**src/rtl/mem_responder.sv**
```systemverilog
// Single-port 16-bit memory responder with a request/acknowledge handshake.
// Define MEM_WAIT_STATE_EN to insert WAIT_CYCLES wait states before each response.
module mem_responder #(
    parameter int unsigned ADDR_BITS   = 8,
    parameter int unsigned WAIT_CYCLES = 2
) (
    input  logic        CLK,
    input  logic        Reset,
    input  logic        MemReq,
    input  logic        MemWrite,
    input  logic [15:0] MemReadAddr,
    input  logic [15:0] MemInputData,
    output logic [15:0] MemOut,
    output logic        MemAck,
    output logic        MemBusy,
    output logic        MemErr
);
    localparam int unsigned DATA_W = 16;
    localparam int unsigned ADDR_W = 16;
    localparam int unsigned DEPTH  = 1 << ADDR_BITS;

    // Elaboration-time parameter range checks
    if (ADDR_BITS == 0 || ADDR_BITS > ADDR_W) begin : g_bad_addr_bits
        $error("mem_responder: ADDR_BITS must be in 1..16");
    end
    if (WAIT_CYCLES == 0 || WAIT_CYCLES > 15) begin : g_bad_wait_cycles
        $error("mem_responder: WAIT_CYCLES must be in 1..15");
    end

    typedef enum logic [1:0] {
        IDLE = 2'd0,
`ifdef MEM_WAIT_STATE_EN
        WAIT = 2'd1,
`endif
        RESP = 2'd2
    } state_t;

    state_t            state_q, state_d;
    logic              write_q, write_d;
    logic [ADDR_W-1:0] addr_q,  addr_d;
    logic [DATA_W-1:0] wdata_q, wdata_d;
    logic [DATA_W-1:0] out_q,   out_d;
    logic              ack_q,   ack_d;
    logic              busy_q,  busy_d;
    logic              err_q,   err_d;

    logic              oor_c;
    logic              mem_we_c;
    logic [DATA_W-1:0] rd_data_c;

    logic [DATA_W-1:0] mem [DEPTH];

`ifdef MEM_WAIT_STATE_EN
    localparam int unsigned CNT_W = 4;
    localparam logic [CNT_W-1:0] WAIT_LOAD = CNT_W'(WAIT_CYCLES - 1);

    logic [CNT_W-1:0] cnt_q, cnt_d;
`endif

    // Any address bit above the implemented range marks the access as out of range
    assign oor_c     = (addr_q >> ADDR_BITS) != '0;
    assign rd_data_c = mem[addr_q[ADDR_BITS-1:0]];

    assign MemOut  = out_q;
    assign MemAck  = ack_q;
    assign MemBusy = busy_q;
    assign MemErr  = err_q;

    // Next-state and registered-output logic
    always_comb begin
        state_d  = state_q;
        write_d  = write_q;
        addr_d   = addr_q;
        wdata_d  = wdata_q;
        out_d    = out_q;
        ack_d    = 1'b0;
        err_d    = 1'b0;
        busy_d   = busy_q;
        mem_we_c = 1'b0;
`ifdef MEM_WAIT_STATE_EN
        cnt_d    = cnt_q;
`endif

        case (state_q)
            IDLE: begin
                if (MemReq) begin
                    write_d = MemWrite;
                    addr_d  = MemReadAddr;
                    wdata_d = MemInputData;
                    busy_d  = 1'b1;
`ifdef MEM_WAIT_STATE_EN
                    state_d = WAIT;
                    cnt_d   = WAIT_LOAD;
`else
                    state_d = RESP;
`endif
                end
            end
`ifdef MEM_WAIT_STATE_EN
            WAIT: begin
                if (cnt_q == '0) begin
                    state_d = RESP;
                end else begin
                    cnt_d = cnt_q - CNT_W'(1);
                end
            end
`endif
            RESP: begin
                ack_d   = 1'b1;
                err_d   = oor_c;
                busy_d  = 1'b0;
                state_d = IDLE;
                // A write leaves MemOut untouched; reset aborts the pending write
                if (write_q) begin
                    mem_we_c = !oor_c && !Reset;
                end else begin
                    out_d = oor_c ? '0 : rd_data_c;
                end
            end
            default: begin
                state_d = IDLE;
                busy_d  = 1'b0;
            end
        endcase
    end

    always_ff @(posedge CLK) begin
        if (Reset) begin
            state_q <= IDLE;
            write_q <= 1'b0;
            addr_q  <= '0;
            wdata_q <= '0;
            out_q   <= '0;
            ack_q   <= 1'b0;
            busy_q  <= 1'b0;
            err_q   <= 1'b0;
`ifdef MEM_WAIT_STATE_EN
            cnt_q   <= '0;
`endif
        end else begin
            state_q <= state_d;
            write_q <= write_d;
            addr_q  <= addr_d;
            wdata_q <= wdata_d;
            out_q   <= out_d;
            ack_q   <= ack_d;
            busy_q  <= busy_d;
            err_q   <= err_d;
`ifdef MEM_WAIT_STATE_EN
            cnt_q   <= cnt_d;
`endif
        end
    end

    // Storage is deliberately not reset
    always_ff @(posedge CLK) begin
        if (mem_we_c) begin
            mem[addr_q[ADDR_BITS-1:0]] <= wdata_q;
        end
    end

endmodule

```
**config.mk**
```make
export PLATFORM = sky130hd
export DESIGN_NAME = mem_responder
export DESIGN_NICKNAME = d
export VERILOG_FILES = /design/src/rtl/mem_responder.sv
export SDC_FILE = /design/constraint.sdc
export NUM_CORES = 2
export LEC_CHECK = 0
export CORE_ASPECT_RATIO = 1.1
export CORE_MARGIN = 2
export CORE_UTILIZATION = 33
export CTS_CLUSTER_SIZE = 40
export DETAILED_ROUTE_END_ITERATION = 10
export DONT_BUFFER_PORTS = 1
export GPL_TIMING_DRIVEN = 0
export HOLD_SLACK_MARGIN = 0.1
export PLACE_DENSITY = 0.5
export SYNTH_ARGS = -nofsm -noshare
export SYNTH_HDL_FRONTEND = slang
export SYNTH_SLANG_ARGS = --single-unit
```
**constraint.sdc**
```tcl
create_clock -name CLK -period 10.35 [get_ports CLK]
set_clock_uncertainty 0.1 [all_clocks]
set_input_delay 2.5875 -clock CLK [delete_from_list [all_inputs] [get_ports CLK]]
set_output_delay 2.5875 -clock CLK [all_outputs]
set_load 0.03 [all_outputs]
```
# After elaboration in Yosys (flattened, before gate mapping)
# Memory sizes are Yosys's and may differ from the RTL's. A register that Yosys moved wholly into a read port is not among the register bits.
# Index checks and enable logic that the tools add are counted.
# Widths: inputs -> output; s select.
# totals
mem_count,1
out_inout_bits,19
reg_bits,52
inputBits,36
wordCells,28
ramBits,4096
# classes
bitwise,3
mux,8
reduce_logical,9
# mem_list
name,words,word_bits,read_ports,rd_clocked_by_memory_dff,write_ports,line,text
mem,256,16,1,1,1,51,logic [DATA_W-1:0] mem [DEPTH];
# ops
op,count
$mux 16,1
$mux 8,2
$reduce_bool 16->1,1
$mux 1,5
$reduce_and 2->1,2
$reduce_or 2->1,2
$not 1->1,3
$logic_not 1->1,2
$logic_not 2->1,1
$logic_and 1x1->1,1

# Depth between registers and ports, before layout
# depth
ltp_word,7
mapped_depth,13
mapped_depth_nobuf,7

# Worst setup path after synthesis
# OpenSTA, ideal clock, no wires.
# synth_path
path_kind,input to register
from,input port Reset
to,"memory mem[180][0], enable pin"
arrival_time_ps,4829
path_slack_ps,5032
setup_ps,388
n_path_buf,2
cell_stages,9
required_time_ps,9862
cell_sequence,clkbuf_1 nand2b_1 or3_1 nor2_1 nand2_1 nor2_2 nand3_1 clkbuf_1 nor2_1
# synth_between
elab_chain_cells,6
# synth_rtl
element,line,text
start: declaration,8,"input logic Reset,"
$logic_not 1->1,115,mem_we_c = !oor_c && !Reset;
$logic_and 1x1->1,115,
$mux 1,114,if (write_q) begin
$mux 1,84,case (state_q)
$mux 1,157,if (mem_we_c) begin
$mux 1 (not written as such),158,mem[addr_q[ADDR_BITS-1:0]] <= wdata_q;
end: declaration,51,
# No other way between the ends.

==> flow_metrics.py <==
metrics = {
    "worst_setup_path": {
        "crit_family": "buffers and inverters",
        "critPathBufInv": 5,
        "worstPathArrival_ns": 7.96,
        "worst_path_most_repeated_cell": "buf_2",
        "startpoint_type": "flop",
        "critPathCaptureType": "flop",
        "ff2ff_setup_slack_ns": 3.25,
        "ff2ff_path_depth": 9,
        "cp_slowest_stage_delay_ns": 1.21,
        "required_ns": 11.21,
        "path_cells": "buf_2 > buf_2 > buf_2 > clkbuf_1 > clkbuf_1 > nand3_1 > o311ai_0 > nand4_1 > a21oi_1",
        "critPathMaxFanout": 11,
        "worstSetupPathType": "reg2reg",
        "r2r_end": "MemOut[10]",
        "cpMaxStageDelayCell": "clkbuf_1",
    },
    "sta": {
        "report.final.slew_viol_count": 53,
        "finalCritPeriodShare_pct": 68.64,
        "hold_viol_final": 0,
        "layout_min_cycle_time_ns": 7.104,
        "final.setup.tns_ns": 0,
        "fin_ws_ns": 3.246,
        "max_freq_mhz": 140.8,
        "hold_ws_ns": 0.3668,
        "relSlewSlack_pct": -4.310,
        "setup_viol": 0,
        "rsz0062_at_grt": "false",
        "tightest_slew_ns": 1.565,
    },
    "global_routing": {
        "grt_max_degree": 101,
        "grt_pass1_vias": 85730,
        "grt_pass1_wl_mm": 905.0,
        "gr-total-overflow": 0,
        "groute.usage.overall_pct": 28.77,
        "grt_antenna_before_repair": 75,
    },
    "synthesis": {
        "ys.flop_type": "edfxtp_1",
        "yosysTopAreaCell": "edfxtp_1",
        "synth_edf_count": 4096,
        "synth_cell_types": 79,
        "post_synth_inst_count": 7360,
        "synth-seq-cells": 4156,
        "syn_area_per_cell_um2": 21.63,
        "synthArstFlopShare_pct": 0,
        "synth.top_cell.area_share_pct": 77.25,
        "yosysSeqAreaShare_pct": 78.00,
        "yosysWarnings": 0,
        "synth_nets": 7396,
        "syn_area_um2": 159200,
        "synth_area_leaders": "edfxtp_1, mux4_2, mux2i_1",
    },
    "clocking": {
        "ctsLongestPathBuffers": 4,
        "clk_pin_slew_ns": 0.06,
        "cts_sinks": 4156,
        "htree_levels": 5,
        "cts_tree": "yes",
        "cts_resized": 0,
        "cts_setup_buffers": 0,
        "cts_made_buffers": 425,
        "hold_buffers": 0,
        "root_buffer": "clkbuf_16",
        "clock_latency_ns": 1.07,
    },
    "hold_path": {
        "worst_hold_path_type": "reg2reg",
        "min_from": "addr_q[11]",
        "min_delay_path_depth": 2,
        "hold_end": "addr_q[11]",
    },
    "placed_design": {
        "dp_hpwl_mm": 481.5,
        "dp.cells": 13990,
        "port_buffers": 0,
        "gp_congestion": 1.017,
        "place_ws_ns": 3.080,
    },
    "floorplan": {
        "die_h_um": 732.5,
        "fp.dieW_um": 666.3,
        "ios": 55,
        "dieArea_um2": 488100,
        "start_util_pct": 33.12,
        "core-area_um2": 480700,
        "rows": 267,
    },
    "detailed_routing": {
        "drt-initial-drc-count": 17080,
        "routed_wl_mm": 717.8,
        "firstDrtPassIters": 6,
        "dr_total_vias": 91950,
        "postRouteAntennaNets": 0,
        "drc": 0,
        "routed_via_density": 6.195,
        "wl_per_cell_um": 48.36,
    },
    "power_and_ir_drop": {
        "max-vdd-ir-drop_mv": 0.1727,
        "p_per_area_nw_per_um2": 195.8,
        "power_leakage_uw": 0.05429,
    },
    "layout": {
        "drive_gt1_share_pct": 29.04,
        "utilization_pct": 39.16,
        "final_common_cell": "edfxtp_1",
        "fin_nets": 8129,
        "layout_common_cells": "edfxtp_1, mux4_2, clkbuf_16, mux2i_1, nand2_1",
        "fin_cells": 14840,
        "area_delta_synth_final_pct": 18.24,
    },
    "job": {
        "max_cap_viol_count": 7,
    },
    "outcome": {
        "status": "finished, violations left",
        "violations": "max-capacitance violations, max-slew violations",
    },
}
flip-flops by register name, indices dropped and copies added (netlist names), named ones only:
name     flops
mem       4096
MemOut      16
addr_q      16
wdata_q     16
MemAck       1
MemBusy      1
MemErr       1
write_q      1
layout make-up:
| class | count | area, um2 |
|---|---|---|
| flip-flops and latches | 4156 | 124300 |
| inverters | 6 | 22.52 |
| well taps | 6321 | 7909 |
| plain buffers | 428 | 2839 |
| multi-input cells | 2770 | 33280 |
| repair buffers | 306 | 5979 |
| clock inverters | 277 | 2669 |
| diodes | 66 | 165.2 |
| clock buffers | 513 | 11130 |
| fillers | 42560 | 292500 |
routing by layer:
| metal | part of all wire [%] | track usage (%) | vias up |
|---|---|---|---|
| li1 | - | - | 32750 |
| met1 | 35 | 35.02 | 49940 |
| met2 | 44 | 42.51 | 7469 |
| met3 | 12 | 9.924 | 1765 |
| met4 | 8.4 | 20.76 | 26 |
| met5 | 0.094 | 0.8067 | - |
metrics by stage:
step | instance area [um2] | total power [uW]
after floorplan | 159200 | 19980
after global placement | 167100 | 21480
after detailed placement | 174300 | 21460
after CTS | 188100 | 36730
after global routing | 188100 | 37390
final | 188300 | 36860
worst max path at each step:
stage                from           to  slack (ns)  cells after the start
2_1_floorplan       Reset  mem[180][0]        5.03                      9
3_3_place_gp   wdata_q[6]  mem[220][6]        0.83                      0
3_5_place_dp        Reset   mem[86][9]        3.08                     10
4_1_cts              flop   MemOut[10]        3.91                      9
5_1_grt              flop   MemOut[10]        3.74                      9
6_report             flop   MemOut[10]        3.25                      9
cells by family after synthesis:
family                 after synthesis  share of synthesized area (%)
flip-flops                        4156                          78.00
AND/OR/NAND/NOR                    737                          2.030
buffers and inverters              434                          1.762
multiplexers                      1226                          14.61
AO/OA/AOI/OAI                      807                          3.600
cell usage after synthesis, drive strengths merged (60+ instances only):
library cell     n
nand2          214
clkbuf         141
mux2i          315
dfxtp           60
o221ai          74
nor2           326
a21oi          142
mux4           874
o22ai          110
a22oi          213
buf            287
edfxtp        4096
power breakdown:
part           leakage [uW]  total [uW]  switching [uW]  internal, uW
logic                0.0125        2650            2000           643
clock network       0.00675       15600            6870          8760
registers            0.0350       18600            85.8         18500
tightest hold or removal path: cells and delay by family (launching register included):
family	cells	cell delay, ns
and+or+nand+nor	1	0.05
AOI/OAI and AO/OA	1	0.06
DFF	1	0.31
(Power assumes the default switching activity.)
